**src/rtl/module_regfile_arbiter_pkg.sv**
```systemverilog
// module_regfile_arbiter_pkg: shared register-file geometry and arbiter state encoding
package rf_pkg;
    localparam int RF_AW = 5;
    localparam int RF_DW = 32;
    localparam int RF_DEPTH = 32;
    typedef enum logic {IDLE, CLEAR} arb_state_e;
endpackage

```
**src/rtl/module_regfile_arbiter_if.sv**
```systemverilog
// module_regfile_arbiter_if: client and register-file signals around the arbiter
// Ports (slave = arbiter side):
//   in  wb_we_i/wb_a_i/wb_wd_i     writeback write request
//   in  dec_a1_i                   decode read address for port 1
//   in  dbg_valid_i/we_i/a_i/wd_i  debug request; out dbg_ready_o, dbg_rvalid_o, dbg_rd_o
//   in  clr_req_i; out clr_busy_o  clear sequencer
//   out stall_o                    pipeline freeze
//   out rf_we3_o/rf_a3_o/rf_wd3_o  register-file write port
//   out rf_a1_o; in rf_rd1_i       register-file read port 1
interface module_regfile_arbiter_if;
    import rf_pkg::*;
    logic             wb_we_i;
    logic [RF_AW-1:0] wb_a_i;
    logic [RF_DW-1:0] wb_wd_i;
    logic [RF_AW-1:0] dec_a1_i;
    logic             dbg_valid_i;
    logic             dbg_we_i;
    logic [RF_AW-1:0] dbg_a_i;
    logic [RF_DW-1:0] dbg_wd_i;
    logic             dbg_ready_o;
    logic             dbg_rvalid_o;
    logic [RF_DW-1:0] dbg_rd_o;
    logic             clr_req_i;
    logic             clr_busy_o;
    logic             stall_o;
    logic             rf_we3_o;
    logic [RF_AW-1:0] rf_a3_o;
    logic [RF_DW-1:0] rf_wd3_o;
    logic [RF_AW-1:0] rf_a1_o;
    logic [RF_DW-1:0] rf_rd1_i;
    modport slave (
        input  wb_we_i, wb_a_i, wb_wd_i, dec_a1_i, dbg_valid_i, dbg_we_i, dbg_a_i, dbg_wd_i,
               clr_req_i, rf_rd1_i,
        output dbg_ready_o, dbg_rvalid_o, dbg_rd_o, clr_busy_o, stall_o,
               rf_we3_o, rf_a3_o, rf_wd3_o, rf_a1_o
    );
    modport master (
        output wb_we_i, wb_a_i, wb_wd_i, dec_a1_i, dbg_valid_i, dbg_we_i, dbg_a_i, dbg_wd_i,
               clr_req_i, rf_rd1_i,
        input  dbg_ready_o, dbg_rvalid_o, dbg_rd_o, clr_busy_o, stall_o,
               rf_we3_o, rf_a3_o, rf_wd3_o, rf_a1_o
    );
endinterface

```
**src/rtl/module_regfile_arbiter_starve_counter.sv**
```systemverilog
// module_starve_counter: saturating wait counter with clear
// Ports: clk_i, rst_i (sync, active high); inc_i count one waiting cycle;
//        clr_i return to zero (wins over inc_i); full_o counter has reached STARVE_MAX
module module_starve_counter #(
    parameter int STARVE_MAX = 8
) (
    input  logic clk_i,
    input  logic rst_i,
    input  logic inc_i,
    input  logic clr_i,
    output logic full_o
);
    localparam int CW = STARVE_MAX > 0 ? $clog2(STARVE_MAX + 1) : 1;
    logic [CW-1:0] cnt_q, cnt_d;
    assign full_o = cnt_q == CW'(STARVE_MAX);
    assign cnt_d = clr_i ? '0 : (inc_i && !full_o) ? cnt_q + CW'(1) : cnt_q;
    always_ff @(posedge clk_i) begin
        if (rst_i) cnt_q <= '0;
        else cnt_q <= cnt_d;
    end
endmodule

```
**src/rtl/module_regfile_arbiter.sv**
```systemverilog
// module_regfile_arbiter: shares the register-file write port and read port 1 between WB, debug and clear
// Ports: clk_i, rst_i (sync, active high); bus (slave modport) carries the writeback,
//        decode, debug handshake, clear request, stall and register-file port signals.
// Parameter STARVE_MAX: cycles a debug write may wait before it is forced through with a stall.
module module_regfile_arbiter
    import rf_pkg::*;
#(
    parameter int STARVE_MAX = 8
) (
    input  logic                     clk_i,
    input  logic                     rst_i,
    module_regfile_arbiter_if.slave  bus
);
    arb_state_e       state_q, state_d;
    logic [RF_AW-1:0] idx_q, idx_d;
    logic             busy_q, rvalid_q;
    logic [RF_DW-1:0] rd_q, rd_d;
    logic             idle, avail, dbg_wr, starve_full;
    logic             clear_wr, rd_gnt, force_gnt, wr_gnt, stall;
    assign idle = state_q == IDLE;
    // A debug or WB grant is only possible in IDLE when no clear is starting
    assign avail = !rst_i && idle && !bus.clr_req_i;
    assign dbg_wr = bus.dbg_valid_i && bus.dbg_we_i;
    module_starve_counter #(.STARVE_MAX(STARVE_MAX)) u_starve (
        .clk_i  (clk_i),
        .rst_i  (rst_i),
        .inc_i  (dbg_wr && !bus.dbg_ready_o),
        .clr_i  (!bus.dbg_valid_i || bus.dbg_ready_o),
        .full_o (starve_full)
    );
    always_ff @(posedge clk_i) begin
        if (rst_i) begin
            state_q  <= IDLE;
            idx_q    <= RF_AW'(1);
            busy_q   <= 1'b0;
            rvalid_q <= 1'b0;
            rd_q     <= '0;
        end else begin
            state_q  <= state_d;
            idx_q    <= idx_d;
            busy_q   <= clear_wr;
            rvalid_q <= rd_gnt;
            rd_q     <= rd_d;
        end
    end
    // The request cycle itself already writes x1, so CLEAR covers x2..x31
    always_comb begin
        state_d = !idle ? (idx_q == RF_AW'(RF_DEPTH - 1) ? IDLE : CLEAR) : (bus.clr_req_i ? CLEAR : IDLE);
        idx_d = !clear_wr ? idx_q : idx_q == RF_AW'(RF_DEPTH - 1) ? RF_AW'(1) : idx_q + RF_AW'(1);
        rd_d = !rd_gnt ? rd_q : bus.dbg_a_i == '0 ? '0 : bus.rf_rd1_i;
    end
    always_comb begin
        clear_wr  = !rst_i && (!idle || bus.clr_req_i);
        rd_gnt    = avail && bus.dbg_valid_i && !bus.dbg_we_i;
        force_gnt = avail && dbg_wr && starve_full;
        wr_gnt    = force_gnt || (avail && dbg_wr && !bus.wb_we_i);
        stall     = clear_wr || rd_gnt || force_gnt;
        bus.stall_o      = stall;
        bus.dbg_ready_o  = rd_gnt || wr_gnt;
        bus.rf_a3_o      = clear_wr ? idx_q : wr_gnt ? bus.dbg_a_i : bus.wb_a_i;
        bus.rf_wd3_o     = clear_wr ? '0 : wr_gnt ? bus.dbg_wd_i : bus.wb_wd_i;
        bus.rf_we3_o     = (clear_wr || wr_gnt || (!rst_i && bus.wb_we_i && !stall)) && bus.rf_a3_o != '0;
        bus.rf_a1_o      = rd_gnt ? bus.dbg_a_i : bus.dec_a1_i;
        bus.clr_busy_o   = busy_q;
        bus.dbg_rvalid_o = rvalid_q;
        bus.dbg_rd_o     = rd_q;
    end
endmodule

```
**src/flat_wrapper.sv**
```systemverilog
// flat-port wrapper written by rule: the top's interface ports become plain ports
module module_regfile_arbiter_flat import rf_pkg::*;
#(
    parameter int STARVE_MAX = 8
)
  (clk_i, rst_i, bus_wb_we_i, bus_wb_a_i, bus_wb_wd_i, bus_dec_a1_i, bus_dbg_valid_i, bus_dbg_we_i, bus_dbg_a_i, bus_dbg_wd_i, bus_clr_req_i, bus_rf_rd1_i, bus_dbg_ready_o, bus_dbg_rvalid_o, bus_dbg_rd_o, bus_clr_busy_o, bus_stall_o, bus_rf_we3_o, bus_rf_a3_o, bus_rf_wd3_o, bus_rf_a1_o);
  module_regfile_arbiter_if bus_i ();
  input  logic clk_i;
  input  logic rst_i;
  input wire logic [$bits(bus_i.wb_we_i)-1:0] bus_wb_we_i;
  input wire logic [$bits(bus_i.wb_a_i)-1:0] bus_wb_a_i;
  input wire logic [$bits(bus_i.wb_wd_i)-1:0] bus_wb_wd_i;
  input wire logic [$bits(bus_i.dec_a1_i)-1:0] bus_dec_a1_i;
  input wire logic [$bits(bus_i.dbg_valid_i)-1:0] bus_dbg_valid_i;
  input wire logic [$bits(bus_i.dbg_we_i)-1:0] bus_dbg_we_i;
  input wire logic [$bits(bus_i.dbg_a_i)-1:0] bus_dbg_a_i;
  input wire logic [$bits(bus_i.dbg_wd_i)-1:0] bus_dbg_wd_i;
  input wire logic [$bits(bus_i.clr_req_i)-1:0] bus_clr_req_i;
  input wire logic [$bits(bus_i.rf_rd1_i)-1:0] bus_rf_rd1_i;
  output wire logic [$bits(bus_i.dbg_ready_o)-1:0] bus_dbg_ready_o;
  output wire logic [$bits(bus_i.dbg_rvalid_o)-1:0] bus_dbg_rvalid_o;
  output wire logic [$bits(bus_i.dbg_rd_o)-1:0] bus_dbg_rd_o;
  output wire logic [$bits(bus_i.clr_busy_o)-1:0] bus_clr_busy_o;
  output wire logic [$bits(bus_i.stall_o)-1:0] bus_stall_o;
  output wire logic [$bits(bus_i.rf_we3_o)-1:0] bus_rf_we3_o;
  output wire logic [$bits(bus_i.rf_a3_o)-1:0] bus_rf_a3_o;
  output wire logic [$bits(bus_i.rf_wd3_o)-1:0] bus_rf_wd3_o;
  output wire logic [$bits(bus_i.rf_a1_o)-1:0] bus_rf_a1_o;
  assign bus_i.wb_we_i = bus_wb_we_i;
  assign bus_i.wb_a_i = bus_wb_a_i;
  assign bus_i.wb_wd_i = bus_wb_wd_i;
  assign bus_i.dec_a1_i = bus_dec_a1_i;
  assign bus_i.dbg_valid_i = bus_dbg_valid_i;
  assign bus_i.dbg_we_i = bus_dbg_we_i;
  assign bus_i.dbg_a_i = bus_dbg_a_i;
  assign bus_i.dbg_wd_i = bus_dbg_wd_i;
  assign bus_i.clr_req_i = bus_clr_req_i;
  assign bus_i.rf_rd1_i = bus_rf_rd1_i;
  assign bus_dbg_ready_o = bus_i.dbg_ready_o;
  assign bus_dbg_rvalid_o = bus_i.dbg_rvalid_o;
  assign bus_dbg_rd_o = bus_i.dbg_rd_o;
  assign bus_clr_busy_o = bus_i.clr_busy_o;
  assign bus_stall_o = bus_i.stall_o;
  assign bus_rf_we3_o = bus_i.rf_we3_o;
  assign bus_rf_a3_o = bus_i.rf_a3_o;
  assign bus_rf_wd3_o = bus_i.rf_wd3_o;
  assign bus_rf_a1_o = bus_i.rf_a1_o;
  module_regfile_arbiter #(.STARVE_MAX(STARVE_MAX)) u_core (.clk_i(clk_i), .rst_i(rst_i), .bus(bus_i));
endmodule
```
**config.mk**
```make
export PLATFORM = sky130hd
export DESIGN_NAME = module_regfile_arbiter_flat
export DESIGN_NICKNAME = d
export VERILOG_FILES = /design/src/rtl/module_regfile_arbiter_pkg.sv /design/src/rtl/module_regfile_arbiter_if.sv /design/src/rtl/module_regfile_arbiter_starve_counter.sv /design/src/rtl/module_regfile_arbiter.sv /design/src/flat_wrapper.sv
export SDC_FILE = /design/constraint.sdc
export NUM_CORES = 1
export LEC_CHECK = 0
export BUFFER_PORTS_ARGS = -buffer_cell sky130_fd_sc_hd__buf_2
export CAP_MARGIN = 20
export CORE_AREA = 10 10 88 90
export DETAILED_ROUTE_END_ITERATION = 12
export DIE_AREA = 0 0 98 100
export GPL_TIMING_DRIVEN = 0
export MAX_ROUTING_LAYER = met4
export PLACE_DENSITY = 0.9
export SYNTH_ARGS = -nofsm -noshare
export SYNTH_HDL_FRONTEND = slang
export SYNTH_SLANG_ARGS = --single-unit
```
**constraint.sdc**
```tcl
create_clock -name clk_i -period 2.72 [get_ports clk_i]
set_input_delay 0.408 -clock clk_i [delete_from_list [all_inputs] [get_ports clk_i]]
set_output_delay 0.408 -clock clk_i [all_outputs]
set_load 0.02 [all_outputs]
```
==> reports/metrics.sh, run 1 <==
SYNTH.FF_LATCH_COUNT=44
ANTENNADIODECOUNT=0
GLOBALROUTETOTALUTIL_PCT=17.8
CLOCK_SINKS=44
DETAIL_ROUTE.ITER0.VIOLATIONS=164
SYNTH_SEQ_AREA_SHARE_PCT=39.4
CRITICAL_PATH.REG2REG.STARTPOINT='u_core.state_q'
HOLD_PATH.STARTPOINT='bus_rf_rd1_i[11]'
CRITICAL_PATH.CELL_CHAIN='inv_2 -> ha_1 -> and3b_1 -> buf_6 -> o2111ai_1 -> o211ai_1 -> or3_1 -> o31a_1 -> buf_6'
FINAL_HOLD_VIOLATION_COUNT=0
STARTPOINT_TYPE='register'
P_INT_mW=1.13
DRT.ANTENNA.VIOLATING_NETS=0
POWER_LEAKAGE_nW=1.88
MAX-VDD-IR-DROP_V=0.000477
HOLDBUFCOUNTCTS=0
CLOCK_TREE_ROOT_DRIVER_CELL='sky130_fd_sc_hd__clkbuf_8'
SYNTH_EDF_COUNT=0
FINALSETUPVIOLCOUNT=0
CRITPATHKIND='register to primary output'
SYN_AREA_MM2=0.00223
FIN_UTIL_PCT=57.5
TIMING.CRITICAL_PATH.MODE_CELL='sky130_fd_sc_hd__buf_6'
REQUIRED_NS=2.31
GRT_ANTENNA_BEFORE_REPAIR=0
WORST-SLEW-PIN-TRANSITION_NS=0.596
FP.DIEW_UM=98
ROUTE.MET3.WL_UM=752
POST_DRT_VIA_CELL_RATIO=5.07
CP_SLOWEST_CELL='sky130_fd_sc_hd__dfxtp_2'
MIN_PATH_TYPE='primary input to register'
WIRE_LENGTH_OF_THE_FIRST_GLOBAL_ROUTING_PASS_MM=14.1
CLOCK_TREE_FROM_TRITONCTS='built'
CLOCK_PATH_BUFFERS=2
DESIGN.CORE.AREA_MM2=0.00613
HTREE_LEVELS=2
GRT.OVERFLOW.TOTAL=0
CLK-INSERTION-DELAY-LATE_NS=0.30
SYNTH_NETS=401
LARGEST_STAGE_DELAY_ON_THE_CRITICAL_PATH_NS=0.37
MET2WIRELENGTH_MM=5.01
WIRELENGTH_MET1_MM=3.71
TIMING.CRITICAL_PATH.BUF_INV=3
AREA.GROWTH.SYNTH_TO_FINAL_PCT=57.7
DIE-AREA_MM2=0.00980
FILLER_CELL_COUNT=574
MAXCLOCKFREQUENCY_MHz=369
CRITPATHARRIVALTIME_NS=2.30
CP_TOP_FAMILY='compound AO/OA/AOI/OAI gates'
POST-ROUTE-PERIOD-UTIL_PCT=99.5
PWR-SHARE-COMB_PCT=24.6
SKEW_NS=0.00577
STATUS='finished, final reports clean'
DIE-HEIGHT_UM=100
TOTAL_POWER_mW=1.61
WIRE_PER_INST_UM=16.9
PWR-SHARE-SEQ_PCT=42.4
DRV_SLEW=0
CRIT_PATH_END_KIND='primary output'
DETAILED_PLACE_HPWL_MM=7.84
ASYNC_FLOP_SHARE_PCT=0
GRT_MAX_DEGREE=15
SYNTH_TOP_CELL_BY_AREA='sky130_fd_sc_hd__dfxtp_1'
POWER_PER_CELL_AREA_mW_PER_MM2=455
YOSYS_WARNINGS=0
FRACTION_OF_FINAL_LAYOUT_CELLS_SIZED_BEYOND_DRIVE_STRENGTH_1_PCT=49.0
SYNTH.DISTINCT_CELLS=39
IO_BUFFER_COUNT=195
SYNTH_LARGEST_TYPE_AREA_FRACTION_PCT=39.4
WHS_NS=0.323
FINAL.MIN_CLOCK_PERIOD_NS=2.71
WORST_SETUP_HOLD_PATH_CLK_SLEW_NS=0.09
DESIGN.PORTCOUNT=196
GRT_PASS1_VIAS=2847
POST-ROUTE-DRC-COUNT=0
SYN_AVG_CELL_AREA_UM2=7.98
WORST_SETUP_PATH_STARTPOINT='u_core.u_starve.cnt_q[0]'
SYNTH.AREA.TOP_CELLS='sky130_fd_sc_hd__dfxtp_1 39%, sky130_fd_sc_hd__nand2_1 14%, sky130_fd_sc_hd__a22o_1 13%'
MAX_CAP_VIOL_COUNT=0
FIRSTDRTPASSITERS=5
GRT_SETUP_UNREPAIRED='yes'
FLOORPLAN.INITIALDENSITY_PCT=36.4
MAX_FO_CRITICAL_PATH=8
ROW_COUNT=29
ROUTE.TOP_LAYER_USED='met4'
SYNTH_TOP_FLOP_CELL='sky130_fd_sc_hd__dfxtp_1'
CLOCK_NETWORK_FRACTION_OF_TOTAL_POWER_PCT=32.9
WORST_SLEW_MARGIN_REL_PCT=60.1
NUMCTSBUFFERS=5
POWER.SHARE.SWITCHING_PCT=29.6
ROUTE.FINAL.WIRE_LENGTH_MM=9.57
SWITCHING_POWER_TOTAL_mW=0.476
NETS=608
SYNTHCELLS=280
COUNT_OF_VIAS_PLACED_BY_THE_DETAILED_ROUTER=2863
PLACE.GP.CONGESTION=0.944
==> cell usage after synthesis (2+ instances only) <==
| cell type | instances |
|---|---|
| sky130_fd_sc_hd__nand2_1 | 84 |
| sky130_fd_sc_hd__nand3b_1 | 2 |
| sky130_fd_sc_hd__a22o_1 | 32 |
| sky130_fd_sc_hd__or2_2 | 2 |
| sky130_fd_sc_hd__o21ai_0 | 4 |
| sky130_fd_sc_hd__o21a_1 | 2 |
| sky130_fd_sc_hd__inv_1 | 4 |
| sky130_fd_sc_hd__ha_1 | 4 |
| sky130_fd_sc_hd__buf_2 | 6 |
| sky130_fd_sc_hd__xor2_1 | 2 |
| sky130_fd_sc_hd__a311o_1 | 2 |
| sky130_fd_sc_hd__o211ai_2 | 2 |
| sky130_fd_sc_hd__nor2_1 | 6 |
| sky130_fd_sc_hd__o2111ai_1 | 3 |
| sky130_fd_sc_hd__a31oi_1 | 3 |
| sky130_fd_sc_hd__a21oi_1 | 39 |
| sky130_fd_sc_hd__dfxtp_1 | 44 |
| sky130_fd_sc_hd__mux2_2 | 5 |
| sky130_fd_sc_hd__clkbuf_1 | 13 |
| sky130_fd_sc_hd__nand4_1 | 2 |
==> flip-flops by register name, summed over array words and instances, names as in the netlist <==
name	flops
u_core.bus.clr_busy_o	1
u_core.u_starve.cnt_q	4
u_core.state_q	1
u_core.bus.dbg_rvalid_o	1
u_core.bus.dbg_rd_o	32
u_core.idx_q	5
==> logic make-up after synthesis <==
group	synth area share (%)
compound gates	30.0
xor+xnor	0.784
fa+ha+maj	2.24
buf+inv	5.04
flops	39.4
mux	2.97
simple gates	19.6
==> area by class of cell <==
class	count	area (um2)	share of cell area (%)
multi-input combinational	210	1270	36.0
timing repair buffer	200	1020	28.9
sequential	44	883	25.1
buffer	20	114	3.23
tap	77	96.3	2.73
clock buffer	6	82.6	2.34
clock inverter	2	38.8	1.10
inverter	6	22.5	0.639
==> cells in the final DEF (no fill, tap or decap), drive strengths merged, types with 2 or more instances in the layout <==
cell type | Yosys | layout
buf | 7 | 210
nand2 | 84 | 84
dfxtp | 44 | 44
a21oi | 39 | 39
a22o | 32 | 32
clkbuf | 13 | 16
nor2 | 6 | 6
mux2 | 5 | 5
o21ai | 5 | 5
inv | 5 | 5
ha | 4 | 4
o211ai | 4 | 4
a31oi | 3 | 3
o2111ai | 3 | 3
or2 | 2 | 2
a311o | 2 | 2
o21a | 2 | 2
nand4 | 2 | 2
nand3b | 2 | 2
xor2 | 2 | 2
clkinv | 1 | 2
==> per-stage QoR <==
step | TNS, ns | area (um2) | cells | setup slack [ns]
floorplan | 0 | 2230 | 280 | 0.276
global placement | 0 | 3310 | 552 | 0.101
detailed placement | -0.0184 | 3310 | 552 | -0.0184
CTS | -0.00499 | 3510 | 565 | -0.00499
global route | -0.566 | 3520 | 565 | -0.125
finish | 0 | 3520 | 565 | 0.0136
==> power groups by stage <==
stage                     registers, mW  clock network, mW  logic (mW)
final                             0.681              0.529       0.395
after global routing              0.684              0.566       0.426
after CTS                         0.680              0.539       0.395
after detailed placement          0.694                  0       0.387
after global placement            0.694                  0       0.378
after floorplan                   0.710                  0       0.186
==> final timing paths <==
| path | endpoint | slack (ns) | cells past startpoint |
|---|---|---|---|
| worst max-delay path | bus_rf_we3_o | 0.01 | 9 |
| worst min-delay path | u_core.bus.dbg_rd_o[11] | 0.32 | 2 |
| worst max register to register | u_core.bus.dbg_rd_o[12] | 0.67 | 6 |
| worst min register to register | u_core.bus.dbg_rd_o[21] | 0.47 | 1 |
==> timing repair <==
item | CTS | global route
pin swaps | 1 | 0
gates resized for setup | 15 | 12
endpoints found under the setup margin | 31 | 24
gates cloned | 1 | 0
buffers inserted | 4 | 0
hold endpoints to repair | 0 | 0
==> metal layers <==
metal	track usage [%]	up-vias
li1	-	1409
met1	19.4	1306
met2	31.2	132
met3	5.84	16
met4	3.36	0
met5	-	-
Note: power is estimated with default switching activity, not from simulation.
==> run 2: changes to the inputs <==
--- a/config.mk
+++ b/config.mk
@@ -5,14 +5,15 @@
 export SDC_FILE = /design/constraint.sdc
 export NUM_CORES = 1
 export LEC_CHECK = 0
+export ABC_AREA = 1
 export BUFFER_PORTS_ARGS = -buffer_cell sky130_fd_sc_hd__buf_2
 export CAP_MARGIN = 20
-export CORE_AREA = 10 10 88 90
+export CORE_AREA = 10 10 91 93
 export DETAILED_ROUTE_END_ITERATION = 12
-export DIE_AREA = 0 0 98 100
+export DIE_AREA = 0 0 101 103
 export GPL_TIMING_DRIVEN = 0
 export MAX_ROUTING_LAYER = met4
-export PLACE_DENSITY = 0.9
+export PLACE_DENSITY = 0.89
 export SYNTH_ARGS = -nofsm -noshare
 export SYNTH_HDL_FRONTEND = slang
 export SYNTH_SLANG_ARGS = --single-unit
==> run 2 against run 1 <==
  * Critical path depth grew 4
  * Clock-buffer cell count shrank 1
  * Setup slack better by 0.21 ns
  * Via count rose by 14%
  * Utilization is 1.9 points lower
  * Sequential share of layout area decreased by 0.92 points
  * Die area up 6.2%
  * Non-clock buffer count shrank 1
  * Clock power decreased by 3%
  * Critical path type unchanged
==> reports/metrics.sh, run 2 <==
FRACTION_OF_FINAL_LAYOUT_CELLS_SIZED_BEYOND_DRIVE_STRENGTH_1_PCT=38.9  # -10 points
MAXCLOCKFREQUENCY_MHz=401  # +8.6%
POST-ROUTE-PERIOD-UTIL_PCT=91.6  # -7.9 points
LARGEST_STAGE_DELAY_ON_THE_CRITICAL_PATH_NS=0.34  # -0.03 ns
GRT_ANTENNA_BEFORE_REPAIR=1  # +1
SYNTH_TOP_CELL_BY_AREA='sky130_fd_sc_hd__dfxtp_1'
SYN_AVG_CELL_AREA_UM2=6.39  # -20%
SYNTH.AREA.TOP_CELLS='sky130_fd_sc_hd__dfxtp_1 36%, sky130_fd_sc_hd__nand3_1 16%, sky130_fd_sc_hd__nor2_1 11%'
MIN_PATH_TYPE='primary input to register'
CP_SLOWEST_CELL='sky130_fd_sc_hd__dfxtp_1'
FINAL_HOLD_VIOLATION_COUNT=0  # unchanged
HTREE_LEVELS=2  # unchanged
STATUS='finished, final reports clean'
GRT_PASS1_VIAS=3301  # +16%
MAX_FO_CRITICAL_PATH=10  # +2
DIE-HEIGHT_UM=103  # +3.0%
HOLDBUFCOUNTCTS=0  # unchanged
POST_CTS.RESIZED_INSTANCES=0  # -15
MAX-VDD-IR-DROP_V=0.000401  # -16%
CRITICAL_PATH.REG2REG.STARTPOINT='u_core.u_starve.cnt_q[0]'
STARTPOINT_TYPE='register'
IO_BUFFER_COUNT=195  # unchanged
SYNTH_LARGEST_TYPE_AREA_FRACTION_PCT=36.0  # -3.4 points
POST_DRT_VIA_CELL_RATIO=4.91  # -3.2%
AREA.GROWTH.SYNTH_TO_FINAL_PCT=49.0
REQUIRED_NS=2.31  # about the same
DESIGN.PORTCOUNT=196  # unchanged
GRT.OVERFLOW.TOTAL=0  # unchanged
LARGEST_REG_FLOPS=32  # unchanged
WORST_SLEW_MARGIN_REL_PCT=70.1  # +10 points
GLOBALROUTETOTALUTIL_PCT=19.8  # +2.0 points
SYN_AREA_MM2=0.00245  # +9.6%
CLOCK_NETWORK_FRACTION_OF_TOTAL_POWER_PCT=31.8  # -1.1 points
SWITCHING_POWER_TOTAL_mW=0.506  # +6.3%
CRIT_PATH_END_KIND='primary output'
P_INT_mW=1.10  # -2.5%
WORST-SLEW-PIN-TRANSITION_NS=0.449  # -0.147 ns
POWER_LEAKAGE_nW=2.12  # +13%
WORST_SETUP_PATH_STARTPOINT='u_core.u_starve.cnt_q[0]'
COUNT_OF_VIAS_PLACED_BY_THE_DETAILED_ROUTER=3272  # +14%
DESIGN.CORE.AREA_MM2=0.00657  # +7.1%
FP.DIEW_UM=101  # +3.1%
SYNTH.FF_LATCH_COUNT=44  # unchanged
YOSYS_WARNINGS=0  # unchanged
FIN_SETUP_TNS_NS=0  # unchanged
WIRE_LENGTH_OF_THE_FIRST_GLOBAL_ROUTING_PASS_MM=16.2  # +15%
PWR-SHARE-SEQ_PCT=42.3  # about the same
SYNTH_NETS=504  # +26%
SYNTH_COMMON_CELLS='80 x sky130_fd_sc_hd__nand3_1, 74 x sky130_fd_sc_hd__nor2_1, 68 x sky130_fd_sc_hd__nand2_1, 44 x sky130_fd_sc_hd__dfxtp_1, 39 x sky130_fd_sc_hd__o21ai_0'
ROW_COUNT=30  # +3.4%
CRITICAL_PATH.CELL_CHAIN='inv_1 -> ha_1 -> nand3_1 -> nand2_2 -> nand2_4 -> buf_6 -> nand2_1 -> nand2_1 -> a21oi_1 -> nand2_1 -> nor2_1 -> nor2_1 -> buf_2'
FLOORPLAN.INITIALDENSITY_PCT=37.3  # +0.83 points
CLOCK_SINKS=44  # unchanged
SYNTH_TOP_FLOP_CELL='sky130_fd_sc_hd__dfxtp_1'
GRT_SETUP_UNREPAIRED='no'
POST_CTS_BUFFERS=0  # -4
POWER_PER_CELL_AREA_mW_PER_MM2=441  # -3.3%
DETAIL_ROUTE.ITER0.VIOLATIONS=132  # -20%
WIRE_PER_INST_UM=16.4  # -3.4%
CLK-INSERTION-DELAY-LATE_NS=0.30  # about the same
FIRSTDRTPASSITERS=4  # -1
HOLD_PATH.STARTPOINT='bus_rf_rd1_i[23]'
TIMING.CRITICAL_PATH.MODE_CELL='sky130_fd_sc_hd__nand2_1'
SYNTHCELLS=383  # +37%
FIN_UTIL_PCT=55.5  # -1.9 points
DETAILED_PLACE_HPWL_MM=9.26  # +18%
ASYNC_FLOP_SHARE_PCT=0  # unchanged
CLOCK_PATH_BUFFERS=2  # unchanged
NETS=706  # +16%
SYNTH_EDF_COUNT=0  # unchanged
POWER.SHARE.SWITCHING_PCT=31.5  # +1.8 points
GRT_MAX_DEGREE=16  # +1
SYNTH.DISTINCT_CELLS=27  # -31%
SKEW_NS=0.00905  # +0.00328 ns
PLACE.GP.CONGESTION=0.991  # +5.0%
WORST_SETUP_HOLD_PATH_CLK_SLEW_NS=0.09  # about the same
MAX_CAP_VIOL_COUNT=0  # unchanged
ROUTE.FINAL.WIRE_LENGTH_MM=10.9  # +14%
DRV_SLEW=0  # unchanged
CLOCK_TREE_ROOT_DRIVER_CELL='sky130_fd_sc_hd__clkbuf_8'
CRITPATHKIND='register to primary output'
NUMCTSBUFFERS=5  # unchanged
DIE-AREA_MM2=0.0104  # +6.2%
LAYOUT_COMMONEST_CELL='sky130_fd_sc_hd__buf_2'
MOSTFREQUENTLAYOUTCELLS='201 x sky130_fd_sc_hd__buf_2, 80 x sky130_fd_sc_hd__nand3_1, 74 x sky130_fd_sc_hd__nor2_1, 67 x sky130_fd_sc_hd__nand2_1, 44 x sky130_fd_sc_hd__dfxtp_1'
POST-ROUTE-DRC-COUNT=0  # unchanged
FINAL.MIN_CLOCK_PERIOD_NS=2.49  # -0.214 ns
CRITPATHARRIVALTIME_NS=2.08  # -0.22 ns
FINALSETUPVIOLCOUNT=0  # unchanged
YOSYS.CELL_COUNT.TOP_TYPE='sky130_fd_sc_hd__nand3_1'
DRT.ANTENNA.VIOLATING_NETS=0  # unchanged
SYNTH_SEQ_AREA_SHARE_PCT=36.0  # -3.4 points
CLOCK_TREE_FROM_TRITONCTS='built'
PWR-SHARE-COMB_PCT=25.9  # +1.3 points
==> run 2: cell types whose count changed after synthesis, moves of 18 or more <==
cell	change
sky130_fd_sc_hd__a22o_1	-32
sky130_fd_sc_hd__a21oi_1	-33
sky130_fd_sc_hd__inv_1	+18
sky130_fd_sc_hd__o21ai_0	+35
sky130_fd_sc_hd__nand3_1	+79
sky130_fd_sc_hd__nor2_1	+68
==> run 2: cell type report <==
type	count	area, um2
fillers	669	2920
multi-input cells	288	1360
repair buffers	195	976
flip-flops and latches	44	881
plain buffers	24	113
inverters	27	101
well taps	80	100
clock buffers	5	68.8
clock inverters	3	46.3
diodes	1	2.50
==> run 2: power groups by stage <==
stage	registers [mW]	clock network [mW]	logic [mW]
floorplan	0.711	0	0.204
CTS	0.678	0.522	0.417
finish	0.679	0.512	0.416
global route	0.682	0.553	0.455
detailed placement	0.693	0	0.416
global placement	0.692	0	0.408
==> run 2: per-stage QoR <==
step | setup slack (ns) | instance area [um2] | hold WS, ns | power, mW | cells
5_1_grt | 0.0415 | 3650 | 0.321 | 1.69 | 667
4_1_cts | 0.0629 | 3640 | 0.314 | 1.62 | 666
3_5_place_dp | 0.399 | 3520 | 0.461 | 1.11 | 658
6_report | 0.227 | 3650 | 0.316 | 1.61 | 667
3_3_place_gp | 0.430 | 3520 | 0.456 | 1.10 | 658
2_1_floorplan | 0.662 | 2450 | 0.466 | 0.915 | 383
==> run 2: path summary, 6_finish.rpt <==
kind	to	slack (ns)	cells past startpoint
min reg2reg	u_core.bus.dbg_rd_o[21]	0.47	2
max reg2reg	u_core.u_starve.cnt_q[2]	0.98	13
max	bus_rf_we3_o	0.23	13
min	u_core.bus.dbg_rd_o[23]	0.32	3
==> run 2: critical path: cells and delay by family (launching register included) <==
kind / cells / cell delay (ns)
flip-flops: 1 / 0.34
adder cells (fa/ha/maj): 1 / 0.15
buffers and inverters: 3 / 0.39
AO/OA/AOI/OAI: 1 / 0.18
AND/OR/NAND/NOR: 8 / 0.73
==> run 2: kinds of logic after synthesis <==
group	Yosys count	synth area share, %
fa+ha+maj	4	2.04
compound gates	49	10.4
simple gates	234	42.6
xor+xnor	1	0.358
buf+inv	51	8.58
flops	44	36.0
==> run 2: routing by layer <==
layer | share of wire, % | vias up | GRT usage, %
li1 | - | 1653 | -
met1 | 40 | 1464 | 21.5
met2 | 52 | 147 | 36.4
met3 | 7.4 | 8 | 4.16
met4 | 0.82 | 0 | 4.29
met5 | 0 | - | -
==> run 3: changes to the inputs <==
--- a/config.mk
+++ b/config.mk
@@ -5,12 +5,13 @@
 export SDC_FILE = /design/constraint.sdc
 export NUM_CORES = 1
 export LEC_CHECK = 0
-export ABC_AREA = 1
 export BUFFER_PORTS_ARGS = -buffer_cell sky130_fd_sc_hd__buf_2
 export CAP_MARGIN = 20
-export CORE_AREA = 10 10 91 93
+export CELL_PAD_IN_SITES_DETAIL_PLACEMENT = 0
+export CELL_PAD_IN_SITES_GLOBAL_PLACEMENT = 2
+export CORE_AREA = 10 10 123 125
 export DETAILED_ROUTE_END_ITERATION = 12
-export DIE_AREA = 0 0 101 103
+export DIE_AREA = 0 0 133 135
 export GPL_TIMING_DRIVEN = 0
 export MAX_ROUTING_LAYER = met4
 export PLACE_DENSITY = 0.89
==> run 3 against run 2 <==
  * Sequential power barely moved
  * Cell area increased by 3.1%
  * Combinational power shrank 3%
  * Global-route usage shrank 8.3 points
  * Non-clock buffer count up 3
  * Sequential share of layout area is 0.66 points lower
  * Clock skew is 0.0024 ns lower
  * Total power is 15% higher
==> reports/metrics.sh, run 3 (synthesis gave the netlist of run 1 again) <==
STATUS='finished, final reports clean'
CP_TOP_FAMILY='compound AO/OA/AOI/OAI gates'
CLOCK_TREE_FROM_TRITONCTS='built'
MIN_PATH_TYPE='primary input to register'
TIMING.CRITICAL_PATH.BUF_INV=3  # unchanged
HTREE_LEVELS=2  # unchanged
POWER_LEAKAGE_nW=1.93  # -9.3%
NUMCTSBUFFERS=5  # unchanged
MAXCLOCKFREQUENCY_MHz=375  # -6.6%
WORST_SLEW_MARGIN_REL_PCT=57.4  # -13 points
SKEW_NS=0.00661  # -0.00244 ns
GRT_ANTENNA_BEFORE_REPAIR=1  # unchanged
HOLDBUFCOUNTCTS=0  # unchanged
CRITICAL_PATH.REG2REG.STARTPOINT='u_core.state_q'
CLOCK_SINKS=44  # unchanged
SWITCHING_POWER_TOTAL_mW=0.494  # -2.2%
GRT_SETUP_UNREPAIRED='yes'
TOTAL_POWER_mW=1.85  # +15%
CLOCK_TREE_ROOT_DRIVER_CELL='sky130_fd_sc_hd__clkbuf_16'
PWR-SHARE-SEQ_PCT=36.8  # -5.5 points
MAX_CAP_VIOL_COUNT=0  # unchanged
GRT.OVERFLOW.TOTAL=0  # unchanged
FINALSETUPVIOLCOUNT=0  # unchanged
DIE-HEIGHT_UM=135  # +31%
DPL-INSTANCE-AREA_MM2=0.00343  # -2.8%
CRITPATHKIND='register to primary output'
POST-ROUTE-DRC-COUNT=0  # unchanged
DESIGN.CORE.AREA_MM2=0.0126  # +91%
WORST-SLEW-PIN-TRANSITION_NS=0.636  # +0.187 ns
PWR-SHARE-COMB_PCT=21.9  # -4.0 points
ROUTE.FINAL.WIRE_LENGTH_MM=11.0  # +0.71%
REQUIRED_NS=2.31  # about the same
CRITPATHARRIVALTIME_NS=2.26  # +0.18 ns
LARGEST_STAGE_DELAY_ON_THE_CRITICAL_PATH_NS=0.37  # +0.03 ns
WIRE_LENGTH_OF_THE_FIRST_GLOBAL_ROUTING_PASS_MM=16.2  # -0.47%
CRITICAL_PATH.CELL_CHAIN='inv_2 -> ha_1 -> and3b_2 -> buf_8 -> o2111ai_4 -> o211ai_4 -> or3_1 -> o31a_1 -> buf_6'
DETAILED_PLACE_HPWL_MM=9.11  # -1.7%
POWER_PER_CELL_AREA_mW_PER_MM2=492  # +12%
FILLER_CELL_COUNT=1383  # +110%
DETAIL_ROUTE.ITER0.VIOLATIONS=144  # +9.1%
DP_WORST_SETUP_SLACK_NS=-0.0203  # -0.419 ns
PLACE.GP.CONGESTION=0.820  # -17%
FINAL_HOLD_VIOLATION_COUNT=0  # unchanged
WORST_SETUP_HOLD_PATH_CLK_SLEW_NS=0.06  # -0.03 ns
GRT_MAX_DEGREE=14  # -2
GRT_PASS1_VIAS=2912  # -12%
DRT.ANTENNA.VIOLATING_NETS=0  # unchanged
MOSTFREQUENTLAYOUTCELLS='196 x sky130_fd_sc_hd__buf_2, 84 x sky130_fd_sc_hd__nand2_1, 42 x sky130_fd_sc_hd__dfxtp_1, 38 x sky130_fd_sc_hd__a21oi_1, 32 x sky130_fd_sc_hd__a22o_1'
COUNT_OF_VIAS_PLACED_BY_THE_DETAILED_ROUTER=2772  # -15%
LARGEST_REG_FLOPS=32  # unchanged
CP_SLOWEST_CELL='sky130_fd_sc_hd__or3_1'
POST-ROUTE-PERIOD-UTIL_PCT=98.1  # +6.5 points
CLK-INSERTION-DELAY-LATE_NS=0.28  # -0.02 ns
P_INT_mW=1.35  # +23%
POST_DRT_VIA_CELL_RATIO=4.19  # -15%
NETS=610  # -14%
HOLD_PATH.STARTPOINT='bus_rf_rd1_i[12]'
MAX-VDD-IR-DROP_V=0.000278  # -31%
FIRSTDRTPASSITERS=4  # unchanged
POWER.SHARE.SWITCHING_PCT=26.7  # -4.7 points
SEQCELLAREA_UM2=883  # +0.28%
LAYOUT_COMMONEST_CELL='sky130_fd_sc_hd__buf_2'
CLOCK_NETWORK_FRACTION_OF_TOTAL_POWER_PCT=41.3  # +9.5 points
AREA.GROWTH.SYNTH_TO_FINAL_PCT=68.3
ROW_COUNT=41  # +37%
FP.DIEW_UM=133  # +32%
MAX_FO_CRITICAL_PATH=8  # -2
FLOORPLAN.INITIALDENSITY_PCT=17.8  # -19 points
WIRE_PER_INST_UM=16.6  # +1.5%
CRIT_PATH_END_KIND='primary output'
WORST_SETUP_PATH_STARTPOINT='u_core.u_starve.cnt_q[0]'
GLOBALROUTETOTALUTIL_PCT=11.5  # -8.3 points
STARTPOINT_TYPE='register'
DESIGN.PORTCOUNT=196  # unchanged
DRV_SLEW=0  # unchanged
FINAL.MIN_CLOCK_PERIOD_NS=2.67  # +0.176 ns
AREA_USED_BY_MULTI_INPUT_COMBINATIONAL_LOGIC_MM2=0.00129  # -5.0%
IO_BUFFER_COUNT=195  # unchanged
CLOCK_PATH_BUFFERS=2  # unchanged
SETUP_WS_NS=0.0511  # -0.176 ns
FRACTION_OF_FINAL_LAYOUT_CELLS_SIZED_BEYOND_DRIVE_STRENGTH_1_PCT=49.7  # +11 points
LAYOUT.CELL_AREA.NON_FILLER_MM2=0.00376  # +3.1%
DIE-AREA_MM2=0.0180  # +73%
-- run 3: worst paths after layout --
| kind | cells past startpoint | end | slack, ns |
|---|---|---|---|
| min reg2reg | 1 | u_core.bus.dbg_rd_o[27] | 0.47 |
| min | 2 | u_core.bus.dbg_rd_o[12] | 0.34 |
| max | 9 | bus_rf_we3_o | 0.05 |
| max reg2reg | 6 | u_core.bus.dbg_rd_o[28] | 0.57 |
-- run 3: final cells by class --
class                      count  share of cell area, %
buffer                        20                   3.06
inverter                       6                  0.599
tap                          172                   5.72
clock inverter                 2                   1.60
timing repair buffer         202                   27.8
multi-input combinational    210                   34.4
antenna                        1                 0.0665
clock buffer                   5                   3.33
sequential                    44                   23.5
-- run 3: repair_timing --
action                                  in CTS  in global routing
resized for setup                           15                 25
endpoints found under the setup margin      32                 31
pin swaps                                    1                  2
setup buffers                                5                  1
cloned                                       1                  0
-- run 3: worst reg2reg max path: stages, from the launching register on --
cell and delay [ns]:
sky130_fd_sc_hd__dfxtp_1 0.34, sky130_fd_sc_hd__nor2_1 0.48, sky130_fd_sc_hd__and4_1 0.27, sky130_fd_sc_hd__buf_2 0.25, sky130_fd_sc_hd__o21a_1 0.30, sky130_fd_sc_hd__buf_2 0.28
sky130_fd_sc_hd__a22o_1 0.17
-- run 3: per-stage QoR --
stage / setup TNS [ns] / cells / utilization [%] / hold WS, ns
after detailed placement: -0.0203 / 647 / 27.3 / 0.449
after global routing: -0.0680 / 662 / 29.9 / 0.340
final: 0 / 662 / 29.9 / 0.345
after global placement: 0 / 647 / 27.3 / 0.452
after CTS: -0.00276 / 660 / 29.5 / 0.340
after floorplan: 0 / 280 / - / 0.443
-- run 3: power groups by stage --
stage / Clock, mW / Combinational [mW] / Sequential (mW)
final: 0.763 / 0.405 / 0.681
after detailed placement: 0 / 0.394 / 0.694
after floorplan: 0 / 0.186 / 0.710
after global routing: 0.814 / 0.440 / 0.683
after CTS: 0.782 / 0.404 / 0.680
after global placement: 0 / 0.391 / 0.694
-- run 3: routing by layer --
| layer | wire length [um] | track usage, % | vias up |
|---|---|---|---|
| met5 | 0 | - | - |
| met2 | 5960 | 20.5 | 73 |
| met4 | 111 | 2.81 | 0 |
| met3 | 344 | 1.71 | 9 |
| li1 | - | - | 1411 |
| met1 | 4580 | 13.3 | 1279 |
